--- src/rtl/dac_out_pkg.sv ---
// Shared constants and FSM state type for the DAC output path.
// The command word is signed 16Q48 and the DAC code is offset binary.
package dac_out_pkg;

    localparam int          DEF_FLOAT_WIDTH = 64;
    localparam int          Q_POINT         = 48;
    localparam int          DEF_DAC_WIDTH   = 14;
    localparam logic [63:0] DEF_DAC_GAIN    = 64'h1FFF_0000_0000_0000;

    typedef enum logic [1:0] {
        ST_IDLE,
        ST_LOAD,
        ST_RAMP,
        ST_SETTLE
    } dac_state_t;

endpackage

--- src/rtl/dac_out_slew_limiter.sv ---
// Moves the DAC code one bounded step toward its target.
// The result is combinational; the caller registers it.
module dac_slew_limiter #(
    parameter int DAC_WIDTH = 14,
    parameter int STEP      = 256
) (
    input  logic [DAC_WIDTH-1:0] current,
    input  logic [DAC_WIDTH-1:0] target,
    output logic [DAC_WIDTH-1:0] next_code
);

    localparam logic [DAC_WIDTH:0] STEP_W = (DAC_WIDTH+1)'(STEP);

    logic [DAC_WIDTH:0] dist_up;
    logic [DAC_WIDTH:0] dist_down;

    assign dist_up   = {1'b0, target} - {1'b0, current};
    assign dist_down = {1'b0, current} - {1'b0, target};

    // The addition and subtraction only happen when the distance exceeds STEP,
    // so they can never wrap past either end of the code range.
    always_comb begin
        next_code = target;
        if (target > current) begin
            if (dist_up > STEP_W) begin
                next_code = current + STEP_W[DAC_WIDTH-1:0];
            end
        end else if (target < current) begin
            if (dist_down > STEP_W) begin
                next_code = current - STEP_W[DAC_WIDTH-1:0];
            end
        end
    end

endmodule

--- src/rtl/dac_out.sv ---
// Turns a signed 16Q48 actuator command into a slew-limited offset-binary DAC code.
// After the code reaches its target and has settled, DONE pulses for one cycle.
module dac_out
    import dac_out_pkg::*;
#(
    parameter int                     FLOAT_WIDTH   = DEF_FLOAT_WIDTH,
    parameter int                     DAC_WIDTH     = DEF_DAC_WIDTH,
    parameter logic [FLOAT_WIDTH-1:0] DAC_GAIN      = DEF_DAC_GAIN,
    parameter int                     STEP          = 256,
    parameter int                     SETTLE_CYCLES = 16
) (
    input  logic                   DAC_CLK,
    input  logic                   RST,
    input  logic                   enable,
    input  logic [FLOAT_WIDTH-1:0] DATA_IN,
    input  logic                   DATA_VALID,
    output logic                   READY,
    output logic [DAC_WIDTH-1:0]   DAC_DATA_OUT,
    output logic                   SAT,
    output logic                   DONE
);

    localparam int PW      = 2 * FLOAT_WIDTH;
    localparam int DAC_MID = 1 << (DAC_WIDTH - 1);
    localparam int CNT_W   = $clog2(SETTLE_CYCLES + 1);

    localparam logic [DAC_WIDTH-1:0] CODE_MID    = DAC_WIDTH'(DAC_MID);
    localparam logic [CNT_W-1:0]     SETTLE_LAST = CNT_W'(SETTLE_CYCLES - 1);
    localparam logic signed [PW-1:0] WIDE_LO     = -(PW'(DAC_MID));
    localparam logic signed [PW-1:0] WIDE_HI     = PW'(DAC_MID - 1);

    dac_state_t state;
    dac_state_t state_next;

    logic [FLOAT_WIDTH-1:0] cmd_reg;
    logic [DAC_WIDTH-1:0]   target_code;
    logic [DAC_WIDTH-1:0]   slew_code;
    logic [CNT_W-1:0]       settle_cnt;
    logic                   accept;
    logic                   done_next;

    logic signed [PW-1:0]   cmd_ext;
    logic signed [PW-1:0]   gain_ext;
    logic signed [PW-1:0]   product;
    logic signed [PW-1:0]   code_wide;
    logic [DAC_WIDTH-1:0]   clamp_code;
    logic                   clamp_sat;

    // The product of two Q48 operands carries 96 fractional bits; the arithmetic
    // shift floors it to whole code counts around mid-scale.
    assign cmd_ext   = {{FLOAT_WIDTH{cmd_reg[FLOAT_WIDTH-1]}}, cmd_reg};
    assign gain_ext  = {{FLOAT_WIDTH{DAC_GAIN[FLOAT_WIDTH-1]}}, DAC_GAIN};
    assign product   = cmd_ext * gain_ext;
    assign code_wide = product >>> (2 * Q_POINT);

    always_comb begin
        clamp_sat  = 1'b0;
        clamp_code = {~code_wide[DAC_WIDTH-1], code_wide[DAC_WIDTH-2:0]};
        if (code_wide < WIDE_LO) begin
            clamp_code = '0;
            clamp_sat  = 1'b1;
        end else if (code_wide > WIDE_HI) begin
            clamp_code = '1;
            clamp_sat  = 1'b1;
        end
    end

    dac_slew_limiter #(
        .DAC_WIDTH (DAC_WIDTH),
        .STEP      (STEP)
    ) u_slew (
        .current   (DAC_DATA_OUT),
        .target    (target_code),
        .next_code (slew_code)
    );

    assign accept = (state == ST_IDLE) && DATA_VALID && enable;

    always_comb begin
        state_next = state;
        done_next  = 1'b0;
        case (state)
            ST_IDLE: begin
                if (accept) begin
                    state_next = ST_LOAD;
                end
            end
            ST_LOAD: begin
                state_next = enable ? ST_RAMP : ST_IDLE;
            end
            ST_RAMP: begin
                if (!enable) begin
                    state_next = ST_IDLE;
                end else if (slew_code == target_code) begin
                    state_next = ST_SETTLE;
                end
            end
            ST_SETTLE: begin
                if (!enable) begin
                    state_next = ST_IDLE;
                end else if (settle_cnt == SETTLE_LAST) begin
                    state_next = ST_IDLE;
                    done_next  = 1'b1;
                end
            end
            default: state_next = ST_IDLE;
        endcase
    end

    // Dropping enable leaves the code and SAT where they are; only the state aborts.
    always_ff @(posedge DAC_CLK) begin
        if (RST) begin
            state        <= ST_IDLE;
            cmd_reg      <= '0;
            target_code  <= CODE_MID;
            DAC_DATA_OUT <= CODE_MID;
            settle_cnt   <= '0;
            READY        <= 1'b1;
            DONE         <= 1'b0;
            SAT          <= 1'b0;
        end else begin
            state <= state_next;
            READY <= (state_next == ST_IDLE);
            DONE  <= done_next;
            if (accept) begin
                cmd_reg <= DATA_IN;
            end
            if (state == ST_LOAD && enable) begin
                target_code <= clamp_code;
                SAT         <= clamp_sat;
            end
            if (state == ST_RAMP && enable) begin
                DAC_DATA_OUT <= slew_code;
            end
            if (state == ST_SETTLE && enable) begin
                settle_cnt <= settle_cnt + 1'b1;
            end else begin
                settle_cnt <= '0;
            end
        end
    end

endmodule
--- config.mk ---
export PLATFORM = sky130hd
export DESIGN_NAME = dac_out
export DESIGN_NICKNAME = d
export VERILOG_FILES = /design/src/rtl/dac_out_pkg.sv /design/src/rtl/dac_out_slew_limiter.sv /design/src/rtl/dac_out.sv
export SDC_FILE = /design/constraint.sdc
export NUM_CORES = 1
export LEC_CHECK = 0
export BUFFER_PORTS_ARGS = -buffer_cell sky130_fd_sc_hd__buf_2
export CELL_PAD_IN_SITES_DETAIL_PLACEMENT = 1
export CELL_PAD_IN_SITES_GLOBAL_PLACEMENT = 2
export CORE_ASPECT_RATIO = 0.6
export CORE_UTILIZATION = 32
export CTS_CLUSTER_DIAMETER = 100
export DETAILED_ROUTE_END_ITERATION = 7
export HOLD_SLACK_MARGIN = 0.15
export PLACE_DENSITY = 0.64
export SLEW_MARGIN = 5
export SYNTH_ARGS = -nofsm -noshare
export SYNTH_HDL_FRONTEND = slang
export SYNTH_HIERARCHICAL = 1
export SYNTH_SLANG_ARGS = --single-unit
--- constraint.sdc ---
create_clock -name DAC_CLK -period 23 [get_ports DAC_CLK]
set_clock_uncertainty 0.15 [all_clocks]
set_input_delay 4.6 -clock DAC_CLK [delete_from_list [all_inputs] [get_ports DAC_CLK]]
set_output_delay 4.6 -clock DAC_CLK [all_outputs]
set_load 0.02 [all_outputs]
# After elaboration in Yosys (flattened, before gate mapping)
# Index checks and enable logic that the tools add are counted.
# W data, S select, Z words.
op_classes:
  add_sub_neg: 5
  multipliers: 1
  n_div: 0
  n_lt_le_gt_ge: 6
  n_eq_ne: 5
  n_shift: 0
  muxes: 16
  n_bitwise: 4
  reduce_logical: 9
op_table:
  columns: ["cell", "n"]
  rows:
  - ["$mux W14", 6]
  - ["$mul A64 B14 Y78 const B", 1]
  - ["$gt A15 B9 Y1 const B", 2]
  - ["$gt A30 B14 Y1 const B", 1]
  - ["$lt A30 B14 Y1 const B", 1]
  - ["$sub A14 B14 Y15", 2]
  - ["$add A14 B9 Y14 const B", 1]
  - ["$eq A14 B14 Y1", 1]
  - ["$gt A14 B14 Y1", 1]
  - ["$lt A14 B14 Y1", 1]
  - ["$sub A14 B9 Y14 const B", 1]
  - ["$mux W2", 6]
  - ["$pmux W2 S4", 1]
  - ["$add A5 B1 Y5 const B", 1]
  - ["$eq A5 B4 Y1 const B", 1]
  - ["$logic_and A1 B1 Y1", 5]
  - ["$eq A2 B2 Y1 const B", 2]
  - ["$logic_not A2 Y1", 2]
  - ["$not A1 Y1", 4]
  - ["$mux W1", 3]
  - ["$reduce_or A3 Y1", 1]
  - ["$eq A2 B1 Y1 const B", 1]
  - ["$reduce_or A2 Y1", 1]
word_totals:
  regBits: 102
  latch_bits: 0
  ram_bits: 0
  mem_bits_ro: 0
  inputBits: 68
  out_inout_bits: 17
  elab_cells: 54
  memories: 0

# Logic depth before layout (Yosys ltp)
logic_depth:
  depth_word: 10
  depth_mapped: 28
  depth_no_buf: 26

# Cells and area by module
# The synthesis kept the hierarchy.
modules_own_cells:
  columns: ["module", "n_inst", "cells_each", "area_each_um2", "seq_area_each_um2"]
  rows:
  - ["dac_out", 1, 2740, 25052.8, 2042.0]
  - ["dac_slew_limiter", 1, 292, 2019.4, 0.0]

# Worst setup path before layout
# No wires, ideal clock.
synth_path:
  path_type: "flip-flop to flip-flop"
  start: "register cmd_reg[63]"
  end: "register target_code[10]"
  setup_ns: 0.125
  arrival_time_ns: 7.776
  t_required_ns: 22.725
  slack_ns: 14.949
  stages_incl_launch_ff: 23
  n_path_buf: 3
  period_less_slack_ns: 8.051
  cell_sequence: "dfxtp_1 clkbuf_1 clkbuf_1 inv_1 fa_1 inv_1 fa_1 fa_1 fa_1 fa_1 ha_1 a21oi_1 o21ai_0 or2_2 a2111oi_2 o21ai_1 nor3_1 nor2_1 xor2_1 or4_4 o41ai_4 buf_6 a22oi_2"
synth_between:
  elab_chain_len: 4
  word_cells_on_any_way: 5
  cone_classes: "mul (1); order compare (2); mux (2)"
synth_lines:
  columns: ["element", "line", "rtl"]
  rows:
  - ["from (decl)", "dac_out.sv:35", "logic [FLOAT_WIDTH-1:0] cmd_reg;"]
  - ["from (signal assigned)", "dac_out.sv:114", "cmd_reg <= '0;"]
  - ["from (signal assigned)", "dac_out.sv:126", "cmd_reg <= DATA_IN;"]
  - ["$mul A64 B14 Y78 *", "dac_out.sv:53", "assign product = cmd_ext * gain_ext;"]
  - ["$gt A30 B14 Y1", "dac_out.sv:62", "end else if (code_wide > WIDE_HI) begin"]
  - ["$mux W14", "dac_out.sv:62", null]
  - ["$mux W14 *", "dac_out.sv:59", "if (code_wide < WIDE_LO) begin"]
  - ["to (signal assigned)", "dac_out.sv:129", "target_code <= clamp_code;"]
  - ["to (decl)", "dac_out.sv:36", "logic [DAC_WIDTH-1:0] target_code;"]
# Mark *: on every way between the ends. The rest lies on a longest branch, timed or not.
# A chain may end at the register's enable or synchronous reset.

# Final worst setup path
layout_path:
  start: "register cmd_reg[24]"
  end: "register target_code[2]"
# Same word-level chain as after synthesis.

==> key figures <==
Outcome
  • Outcome: completed

Clock tree
  • TritonCTS Buffers: 9
  • CTS tree: done
  • Root buffer cell: clkbuf_16
  • Post-CTS Setup Inserts: 0
  • PostCTS Resize Cnt: 0
  • Clock buffer depth: 2
  • Sink Count: between 100 and 150
  • Worst-path clk slew: 0.10 ns
  • Post-CTS Hold Buffers: 0
  • Clock latency on the worst-skew pair: around 0.45 ns
  • H-tree levels: 3

Floorplan
  • Die Height: 227 um
  • Width of the die: 378 um
  • Starting density of the core: between 30 and 40%
  • Die area: 85,800 um^2
  • # IOs: between 80 and 90
  • Core area: 83,600 um^2
  • # rows: 82

Job
  • Max_cap viols: 0

Setup path
  • Critical Path Sink: target_code[2]
  • Reg-to-reg endpoint: target_code[2]
  • CP Launch Type: flip-flop
  • Endpoint class of the critical path: flip-flop
  • R2R Setup Slk: 13.92 ns
  • CP startpoint: cmd_reg[24]
  • R2R Path Start: cmd_reg[24]
  • Worst Path Required: 23.11 ns
  • Crit path kind: flip-flop to flip-flop
  • Worst Path Max Fanout: 14
  • Reg2Reg Depth: 21
  • Arrival time at the worst endpoint: approximately 9.2 ns

Yosys
  • Top cells by count, synth: 659 x inv_1, 504 x fa_1, 303 x nand2_1
  • Synthesized-area fraction occupied by adder cells: around half
  • Post-synthesis compound-gate area fraction: around 14%
  • #FFs+latches synth: 102
  • Post-synth cell types: 92
  • Post-synth top area share: 37.3%
  • Syn_area_per_cell: ~9 um^2
  • Mux share of post-synthesis cell area: 0.568%
  • Mapped Area: between 20,000 and 30,000 um^2
  • Most common cell in the synthesized netlist: inv_1
  • Synthesized instance count: 3,032
  • Simple-gate share of the synthesized area: 11.1%
  • Sequential share of the synthesized area: 7.54%
  • Mapped Nets: around 4,000
  • XOR/XNOR Fraction of Synth Area: 5.08%
  • Yosys Warn Count: 6
  • Ranking of synthesized cells by area: fa_1 37%, ha_1 13%, inv_1 9.1%, dfxtp_1 7.5%, nand2_1 4.2%
  • Post-synth EDFFs: 0
  • Async SR Flop Fraction: 0%
  • Largest family of logic cells by synthesized area: adder cells
  • Synth area leader: fa_1
  • Main synth FF type: dfxtp_1

Route
  • Routed len/inst: 21.4 um
  • TritonRoute pass-1 iters: 5
  • Via density: 5.01
  • WL final: about 89 mm
  • Drt initial violations: 1,244
  • Via count: 20,907
  • Post-route DRC: 0
  • Max Used Layer: met5
  • Met1 WL: between 50 and 60 mm
  • Metal3 WL: 4.78 mm
  • Routed Antenna Nets: 0
  • Detailed route wirelength on metal2: 33.5 mm

Placement
  • HPWL after DPL: ~80 mm
  • Port buffer count: between 80 and 90
  • Total placed cells including tap cells: 4,161
  • Routability cong.: 0.901
  • DP Area: 28,500 um^2

Timing
  • Fmax: 110 MHz
  • # setup viols final: 0
  • Worst slew margin: a little under a fifth
  • Min cycle time layout: 9.08 ns
  • Worst-margin pin slew: 1.21 ns
  • RSZ-0062 raised after global routing: false
  • Fin Hold WS: 0.332 ns
  • Count of pins over their slew limit: 0
  • Endpoints failing hold: 0
  • Setup TNS: 0 ns
  • Period utilisation layout: between 30% and 40%

Power and ir drop
  • Peak supply drop: 0.0627 mV
  • Reg power frac: 6.8%
  • Design Power: about 3000 uW
  • NetSw: 1820 uW
  • Logic gate share of total power: roughly 90%
  • Clock power share: 5.7%
  • Power Internal: approximately 1100 uW
  • Pleak: 0.0146 uW
  • Sw frac: around three fifths
  • PwrDens: slightly above 100 nW/um^2

Layout
  • Nets: 3,900
  • Layout filler cell count: between 9,000 and 10,000
  • Cell Count, Final, Fillers Out: 4,177
  • Ant. Diodes: 0
  • Number of flip-flops in the largest register: 64
  • Layout area overhead: 6.40%
  • Design Area, Final: 28,800 um^2
  • Layout cells sized above 1: about 5.7%

Global route
  • Congestion Overflow GR: 0
  • Vias in the first global route: 22,940
  • Overall routing resource usage: 21.7%
  • Initial antenna violation count: 2
  • Largest net degree at the start of global routing: 58
  • First-pass GRT wire length: 141 mm

Worst hold path
  • Hold Path Class: flip-flop to flip-flop
## per-stage QoR
step	util (%)	setup WS, ns
after detailed placement	34.1	14.10
after floorplan	-	14.95
final	34.4	13.92
after global placement	34.1	14.24
after global routing	34.4	13.54
after CTS	34.4	14.06
## cell families (layout without fill, tap and decap cells)
| group | Yosys count | in the layout |
|---|---|---|
| AOI/OAI and AO/OA | 581 | 581 |
| xor gates and xnor gates | 157 | 157 |
| adders and majority gates | 794 | 794 |
| buffers and inverters | 755 | 766 |
| DFF | 102 | 102 |
| muxes | 15 | 15 |
| and+or+nand+nor | 628 | 628 |
## how the worst min path moves through the flow
| stage | start | end | slack [ns] | cells after the start |
|---|---|---|---|---|
| after floorplan | settle_cnt[0] | settle_cnt[0] | 0.27 | 1 |
| after global placement | settle_cnt[0] | settle_cnt[0] | 0.28 | 1 |
| after detailed placement | settle_cnt[0] | settle_cnt[0] | 0.32 | 1 |
| after CTS | settle_cnt[0] | settle_cnt[0] | 0.34 | 1 |
| after global routing | settle_cnt[0] | settle_cnt[0] | 0.37 | 1 |
| final | settle_cnt[0] | settle_cnt[0] | 0.33 | 1 |
## power by group through the flow
| stage | Clock, uW | Sequential [uW] | Combinational, uW |
|---|---|---|---|
| final | 170 | 202 | 2600 |
| after global routing | 185 | 204 | 2930 |
| after CTS | 179 | 203 | 2600 |
| after detailed placement | 0 | 207 | 2580 |
| after global placement | 0 | 206 | 2560 |
| after floorplan | 0 | 200 | 1850 |
## layout make-up
| type | instances | area (um^2) | share of cell area (%) |
|---|---|---|---|
| Clock buffer | 10 | 229 | 0.795 |
| Clock inverter | 6 | 45.0 | 0.156 |
| Multi-Input combinational cell | 2175 | 22100 | 76.8 |
| Timing Repair Buffer | 90 | 468 | 1.62 |
| Tap cell | 1134 | 1420 | 4.93 |
| Sequential cell | 102 | 2040 | 7.09 |
| Inverter | 660 | 2480 | 8.60 |
## layout by cell type, fill, tap and decap left out, types with 17 or more instances in the layout
cell type    n
a211oi_1    23
a21o_1      34
a21oi_1    214
a22o_1      17
and4_1      17
buf_2       83
dfxtp_1    101
fa_1       504
ha_1       290
inv_1      659
nand2_1    303
nand3_1     39
nand4_1     43
nor2_1      87
nor3_1      32
o211ai_1    17
o21ai_0     84
o21bai_1    51
xnor2_1     62
xor2_1      95
## metal layers
layer | global-route usage [%] | vias to the layer above
met5 | 0 | -
met4 | 2.75 | 2
met3 | 4.46 | 34
met2 | 28.7 | 380
met1 | 35.8 | 10745
li1 | - | 9746
## critical path, stage by stage, from the launching register on
cell and delay, ns:
dfxtp_1 0.60, inv_1 0.31, fa_1 0.81, xor2_1 0.12
ha_1 0.21, o21bai_1 0.19, fa_1 0.57, fa_1 0.44
fa_1 0.55, inv_1 0.05, fa_1 0.49, inv_1 0.04
ha_1 0.37, a21oi_1 0.26, o21ai_0 0.14, a21oi_1 0.54
nand3_1 0.24, a211oi_1 0.69, a211oi_1 0.29, or4_4 0.61
o41ai_4 1.02, a22oi_1 0.18
Note: power is estimated with default switching activity, not from simulation.
